$ cat src/rtl/sp_ram_param.sv
// Parametrised single-port synchronous RAM with byte-lane writes,
// selectable read latency / write mode and a hardware clear engine
// that zeroes the whole array one word per cycle.
module sp_ram_param #(
    parameter int DATA_W     = 18,
    parameter int ADDR_W     = 7,
    parameter int BYTE_W     = 9,
    parameter int READ_MODE  = 0,
    parameter int WRITE_MODE = 0,
    parameter int CLR_ON_RST = 1
) (
    input  logic                     clk,
    input  logic                     reset,
    input  logic                     ce,
    input  logic                     oce,
    input  logic                     wre,
    input  logic [ADDR_W-1:0]        ad,
    input  logic [DATA_W-1:0]        din,
    input  logic [DATA_W/BYTE_W-1:0] be,
    input  logic                     clr_req,
    output logic [DATA_W-1:0]        dout,
    output logic                     busy
);

    localparam int DEPTH = 2 ** ADDR_W;
    localparam int NBE   = DATA_W / BYTE_W;

    typedef enum logic {
        ST_IDLE,
        ST_CLEAR
    } state_t;

    // Reject configurations the lane logic and write-mode mux cannot express.
    generate
        if ((DATA_W % BYTE_W) != 0 || WRITE_MODE > 2) begin : g_bad_params
            $error("sp_ram_param: DATA_W must be a multiple of BYTE_W and WRITE_MODE must be 0..2");
        end
    endgenerate

    logic [DATA_W-1:0] r_mem [DEPTH];
    state_t            r_state;
    logic [ADDR_W-1:0] r_cnt;
    logic              r_busy;
    logic [DATA_W-1:0] r_s1;
    logic [DATA_W-1:0] r_s2;

    logic [DATA_W-1:0] w_old;
    logic [DATA_W-1:0] w_merged;
    logic              w_access;
    logic              w_write;

    // User accesses are only honoured out of reset and while the sweep is idle.
    assign w_old    = r_mem[ad];
    assign w_access = !reset && (r_state == ST_IDLE) && ce;
    assign w_write  = w_access && wre;

    // Merge enabled byte lanes of din over the currently stored word.
    always_comb begin
        // NOTE: default assignment first so every path drives w_merged and no latch is inferred.
        w_merged = w_old;
        for (int i = 0; i < NBE; i++) begin
            if (be[i]) begin
                w_merged[i*BYTE_W +: BYTE_W] = din[i*BYTE_W +: BYTE_W];
            end
        end
    end

    // Clear-engine FSM: sweep counter and registered busy flag.
    always_ff @(posedge clk) begin
        // NOTE: non-blocking assignments in clocked blocks so every register samples pre-edge values.
        if (reset) begin
            r_state <= (CLR_ON_RST != 0) ? ST_CLEAR : ST_IDLE;
            r_cnt   <= '0;
            r_busy  <= (CLR_ON_RST != 0);
        end else begin
            case (r_state)
                ST_IDLE: begin
                    if (clr_req) begin
                        r_state <= ST_CLEAR;
                        r_cnt   <= '0;
                        r_busy  <= 1'b1;
                    end
                end
                ST_CLEAR: begin
                    if (r_cnt == ADDR_W'(DEPTH - 1)) begin
                        r_state <= ST_IDLE;
                        r_cnt   <= '0;
                        r_busy  <= 1'b0;
                    end else begin
                        r_cnt <= r_cnt + ADDR_W'(1);
                    end
                end
                default: begin
                    r_state <= ST_IDLE;
                    r_cnt   <= '0;
                    r_busy  <= 1'b0;
                end
            endcase
        end
    end

    // Array write port: sweep zeroes mem[cnt], otherwise the merged user word.
    always_ff @(posedge clk) begin
        // NOTE: the array has no reset branch so it maps onto block RAM; the clear engine zeroes it instead.
        if (!reset && r_state == ST_CLEAR) begin
            r_mem[r_cnt] <= '0;
        end else if (w_write) begin
            r_mem[ad] <= w_merged;
        end
    end

    // Stage-1 data register: read data, or per WRITE_MODE on a write.
    always_ff @(posedge clk) begin
        if (reset) begin
            r_s1 <= '0;
        end else if (w_access) begin
            if (!wre) begin
                r_s1 <= w_old;
            end else if (WRITE_MODE == 1) begin
                r_s1 <= w_merged;
            end else if (WRITE_MODE == 2) begin
                r_s1 <= w_old;
            end
        end
    end

    // Stage-2 output register: advances on oce regardless of sweep or ce.
    always_ff @(posedge clk) begin
        if (reset) begin
            r_s2 <= '0;
        end else if (oce) begin
            r_s2 <= r_s1;
        end
    end

    assign dout = (READ_MODE == 1) ? r_s2 : r_s1;
    assign busy = r_busy;

endmodule

$ cat config.mk
export PLATFORM = sky130hd
export DESIGN_NAME = sp_ram_param
export DESIGN_NICKNAME = d
export VERILOG_FILES = /design/src/rtl/sp_ram_param.sv
export SDC_FILE = /design/constraint.sdc
export NUM_CORES = 2
export LEC_CHECK = 0
export CAP_MARGIN = 0
export CORE_ASPECT_RATIO = 2
export CORE_MARGIN = 2
export CORE_UTILIZATION = 50
export CTS_CLUSTER_SIZE = 14
export DETAILED_ROUTE_END_ITERATION = 12
export PLACE_DENSITY = 0.65
export SLEW_MARGIN = 25
export SYNTH_ARGS = -nofsm -noshare
export SYNTH_HDL_FRONTEND = slang
export SYNTH_SLANG_ARGS = --single-unit
$ cat constraint.sdc
create_clock -name clk -period 12.2 [get_ports clk]
set_input_delay 2.44 -clock clk [delete_from_list [all_inputs] [get_ports clk]]
set_output_delay 2.44 -clock clk [all_outputs]
set_load 0.005 [all_outputs]
After elaboration in Yosys (flattened, before gate mapping)
Memories as Yosys holds them, arrays and structs flattened. Index checks and enable logic that the tools add are counted.

Bits in registers: 27. Memory bits (read-only): 0. Word-level logic and storage cells: 38. Bits in latches: 0. Bits in writable memories: 2304. Memories: 1. Output and inout bits: 19.

Multipliers: 0. Div/mod/pow operators: 0. Reductions and logical operators: 8. Equality and inequality tests: 3. Order comparisons: 0. $add $sub $neg: 1. Shift operators: 0. Multiplexer cells: 19. Bitwise logic cells: 2.

Memories: r_mem (depth 128, bits a word 18, read ports 1, clocked after Yosys merged registers in 0, wr ports 1, RTL line 40) `logic [DATA_W-1:0] r_mem [DEPTH];`.

Operators with widths (number): 7-bit two-way mux (3); 18-bit two-way mux (1); 9-bit two-way mux (2); 18-bit OR reduction (1); 7-bit case mux with 2 select lines (1); 1-bit two-way mux (10); 7-bit by 1-bit adder with 7-bit output, second input constant (1); 7-bit equality test, second input constant (1); 1-bit logical AND (4); 1-bit case mux with 2 select lines (2); 2-bit AND reduction (2); 2-bit by 1-bit != test with 1-bit output, second input constant (1); 2-bit != test, second input constant (1); 1-bit NOT (2); 1-bit zero test (1).

Depth between registers and ports, before layout
Depth in word-level cells: 9. Mapped depth: 14. Mapped depth without buffers: 7.

Worst setup path before layout
Ideal clock, no wire load.

Kind: in2reg. Start: input port ad[0]. End: memory r_mem[0][15] (data pin). Setup time: 891 ps. Stages: 13. Data required time: 11309 ps. Arrival time: 7665 ps. Path slack: 3645 ps. Buffers on the path: 6. Cell sequence: buf_6 buf_12 buf_12 buf_12 buf_12 buf_12 mux2i_1 a221oi_1 o21ai_1 a21oi_1 nor3_1 o21a_1 a21oi_1.

Word-level cells in the longest chain between the ends: 3.

RTL lines: start, declared (RTL line 17) `input logic [ADDR_W-1:0] ad,`; memory read 128 x 18 bit; 9-bit two-way mux (RTL line 62) `if (be[i]) begin`; 18-bit two-way mux (no line); end, declared (RTL line 40).

Every way passes these cells.

Worst setup path after layout
Start: input port ad[2]. End: memory r_mem[51][6] (data pin).

The elaborated chain is that of the path after synthesis.

==> results.md <==
- Final core occ: 55.47%
- DRT Pass-1 Iters: 6
- Post-synth cell types: 74
- WHS Endpoint: dout[1]
- Net Sw Power: ~0.0031 W
- RD Place Congestion: 0.9018
- Reg area: about 0.07 mm2
- Max cap viols: 0
- Final hold vios: 0
- Crit path kind: in2reg
- CTS Buf Count: 197
- Switching part of the total: between 20% and 30%
- Total wire length: roughly 250000 um
- Comb power frac: between 4 and 5%
- I/O Buffers: 50
- Synth Area in Adders: less than 1%
- Synth Area in Simple Gates: under 10%
- Cell Rows: 221
- DRC Markers: 0
- Fraction of layout cells with a size suffix above 1: roughly 23%
- Ys Warns: 0
- Largest area contributor in the synthesized netlist: edfxtp_1
- Sequential share of power: 57.8%
- Pre-CTS setup slack: roughly 3.8 ns
- Synth area leaders: edfxtp_1, mux4_2, mux2i_1
- Area delta synth->final: 10.44%
- Startpoint Class: input port
- Die Height: slightly above 600 um
- Worst hold path startpoint: dout[1]
- Highest clock rate: roughly 0.13 GHz
- Multi-input logic area: about 0.020 mm2
- Setup slack, reg-to-reg: 7.75 ns
- Clk buf depth: 4
- Fillers: approximately 13k
- Critical path launch point: ad[2]
- Mapped Cells: about 4.3k
- Crit-path cells: clkbuf_8, buf_4, buf_4, mux4_2, a211oi_1, a2111oi_2, a21oi_1, o21a_1, a21oi_4, buf_16, buf_4
- Crit path max fanout: between 80 and 90
- Die Width: 305.6 um
- Max-slew headroom: a little under a fifth
- Drt initial violations: a little over 5k
- Hold Path Depth: 2
- Pwr dens: 149.4 mW/mm2
- Io pins: between 50 and 60
- Hold Crit Class: reg2reg
- Largest family of logic cells by synthesized area: multiplexers
- Starting density of the core: between 50% and 60%
- CP most frequent cell: buf_4
- Peak supply drop: 122.3 uV
- Cell Area, Synth: about 0.09 mm2
- Reg2reg start: r_mem[49][6]
- Top FF cell, synth: edfxtp_1
- Clk sinks: roughly 2.3k
- Internal power: between 0.01 and 0.015 W
- Compound-Gate Fraction of Synth Area: about 3.7%
- Post-route ant nets: 0
- Setup bufs post-CTS: 0
- Post-CTS sizing: 0
- CTS tree: built
- Slew Limit Fails: 0
- DR vias: between 40k and 50k
- Crit-path max cell delay: roughly 1.1 ns
- CP bufs+invs: 5
- Flops & latches, synth: about 2.3k
- Setup TNS Final: 0 ns
- Hold_buf cts: 0
- Htree depth: 4
- Routed WL per cell: 35.42 um
- Worst clock skew: approximately 0.045 ns
- Minimum clock period: 7.468 ns
- Mapped Nets: between 4k and 5k
- Largest net degree at the start of global routing: 97
- Worst EP arrival: roughly 8 ns
- Avg Inst Size Synth: ~21 um2
- Root Buffer: clkbuf_16
- First-pass GRT wire length: between 300000 and 400000 um
- Tot GR Track Use: a little over a quarter
- Nets: 4596
- Number of global-route vias before repair: ~46k
- Top cell type's share of synthesized area: approximately 76%
- DP HPWL: 148700 um
- XOR/XNOR Fraction of Synth Area: 0%
- Grt ovf: 0
- Reg-to-reg endpoint: r_mem[51][6]
- Slew @ Worst Pin: 1.205 ns
- Slowest cell on crit path: a2111oi_2
- Post-synth ARST share: 0%
- Pleak: a little under 30 nW
- RSZ-0062 raised after global routing: false
- Die area: around 0.19 mm2
- Sequential element share of the synthesized area: 76.65%
- WP data required: approximately 13 ns
- EDFF count, synth: around 2.3k
- Vias per inst: 6.479
- Final setup vio count: 0
- CP endpoint kind: register
- Initial antenna violation count: 3
- Reg2Reg Depth: 8
- Status: finished clean
- PnR worst setup slack: around 4.7 ns
- Latest clock arrival within the worst-skew pair: between 0.8 and 0.9 ns
- Clk pwr share: between 30 and 40%
- Fin crit share: 61.21%
- Reg clk slew, reported paths: 0.06 ns
- Multiplexer area fraction after synthesis: approximately 15%
- Placeable Area: between 0.15 and 0.2 mm2
- Crit path max-delay family: buffers and inverters
power groups by stage:
stage / registers (W) / logic (W) / clock network, W
floorplan: 0.00885 / 0.000400 / 0
global placement: 0.00885 / 0.000642 / 0
detailed placement: 0.00885 / 0.000646 / 0
CTS: 0.00868 / 0.000647 / 0.00576
global route: 0.00867 / 0.000665 / 0.00601
finish: 0.00868 / 0.000649 / 0.00568
worst max path at each step:
stage | slack, ns | depth (start not counted) | to
2_1_floorplan | 3.64 | 13 | r_mem[0][15]
3_3_place_gp | 3.94 | 10 | r_mem[52][6]
3_5_place_dp | 3.80 | 10 | r_mem[55][6]
4_1_cts | 4.67 | 10 | r_mem[55][6]
5_1_grt | 4.68 | 12 | r_mem[7][8]
6_report | 4.73 | 11 | r_mem[51][6]
stage by stage:
step                total power [W]  area [um2]  hold slack (ns)  instances
finish                      0.01501      100500           0.5033       6974
global route                0.01534      100500           0.5413       6974
CTS                         0.01508      100300           0.5074       6967
detailed placement         0.009496       94920           0.4956       6698
global placement           0.009491       94780           0.4905       6695
floorplan                  0.009250       90970           0.4835       4344
state kept, by name (all words and copies together) (netlist names):
register,count
r_state,1
dout,18
busy,1
r_cnt,7
r_mem,2304
cell families after synthesis:
family,Yosys count
DFF,2331
muxes,776
and+or+nand+nor,507
AOI/OAI and AO/OA,473
buffers and inverters,256
adders and majority gates,1
cells in the mapped netlist, drive strengths merged (8+ instances only):
library cell  number
a211oi            24
a21oi             82
a221oi            12
a22o               8
a22oi             34
a31oi             21
a32oi              9
and2              16
and3              18
buf              157
clkbuf            92
dfxtp             27
edfxtp          2304
mux2              10
mux2i            290
mux4             476
nand2            154
nand2b            14
nand3             35
nand3b             9
nand4             10
nor2             179
nor2b             20
nor3              31
o21ai             68
o221ai            83
o22ai             58
o311ai            10
o31ai              8
routing by layer:
| metal | part of all wire (%) | wire length, um | up-vias | track usage, % |
|---|---|---|---|---|
| li1 | - | - | 18520 | - |
| met1 | 34 | 84960 | 24110 | 31.08 |
| met2 | 52 | 127300 | 1996 | 45.89 |
| met3 | 6.4 | 15780 | 564 | 3.603 |
| met4 | 7.7 | 18920 | 0 | 17.17 |
| met5 | 0 | 0 | - | 0 |
area by class of cell:
cell class	count	area share, %
sequential	2331	69.41
multi-input combinational	1757	19.89
clock buffer	253	5.250
tap	2341	2.916
timing repair buffer	268	2.411
clock inverter	16	0.09466
inverter	7	0.03238
antenna	1	0.002491
worst register-to-register path: stages (launching register included):
cell and delay (ns):
edfxtp_1 0.32, mux4_2 0.25, mux2i_1 0.18, a2111oi_2 1.07, a21oi_1 0.22, o21a_1 0.38
a21oi_4 0.54, buf_16 0.23, buf_4 0.77
placed cells by master (no fill, tap or decap), types with 11 or more instances in the layout:
cell type	instances
and3_1	18
mux4_2	473
a31oi_1	19
dfxtp_1	27
nor2_4	12
mux2i_1	290
nand3_1	32
nor2_1	98
a21oi_1	69
and2_1	15
edfxtp_1	2304
o21ai_0	58
clkbuf_16	200
o22ai_1	58
nand2b_1	13
a21oi_4	12
clkdlybuf4s50_1	43
clkinv_1	11
buf_4	197
nor2_2	69
buf_12	15
a211oi_1	17
nor2b_1	19
a22oi_1	34
nor3_1	29
o221ai_1	83
nand2_1	154
clkbuf_1	46
Note: power is estimated with default switching activity, not from simulation.
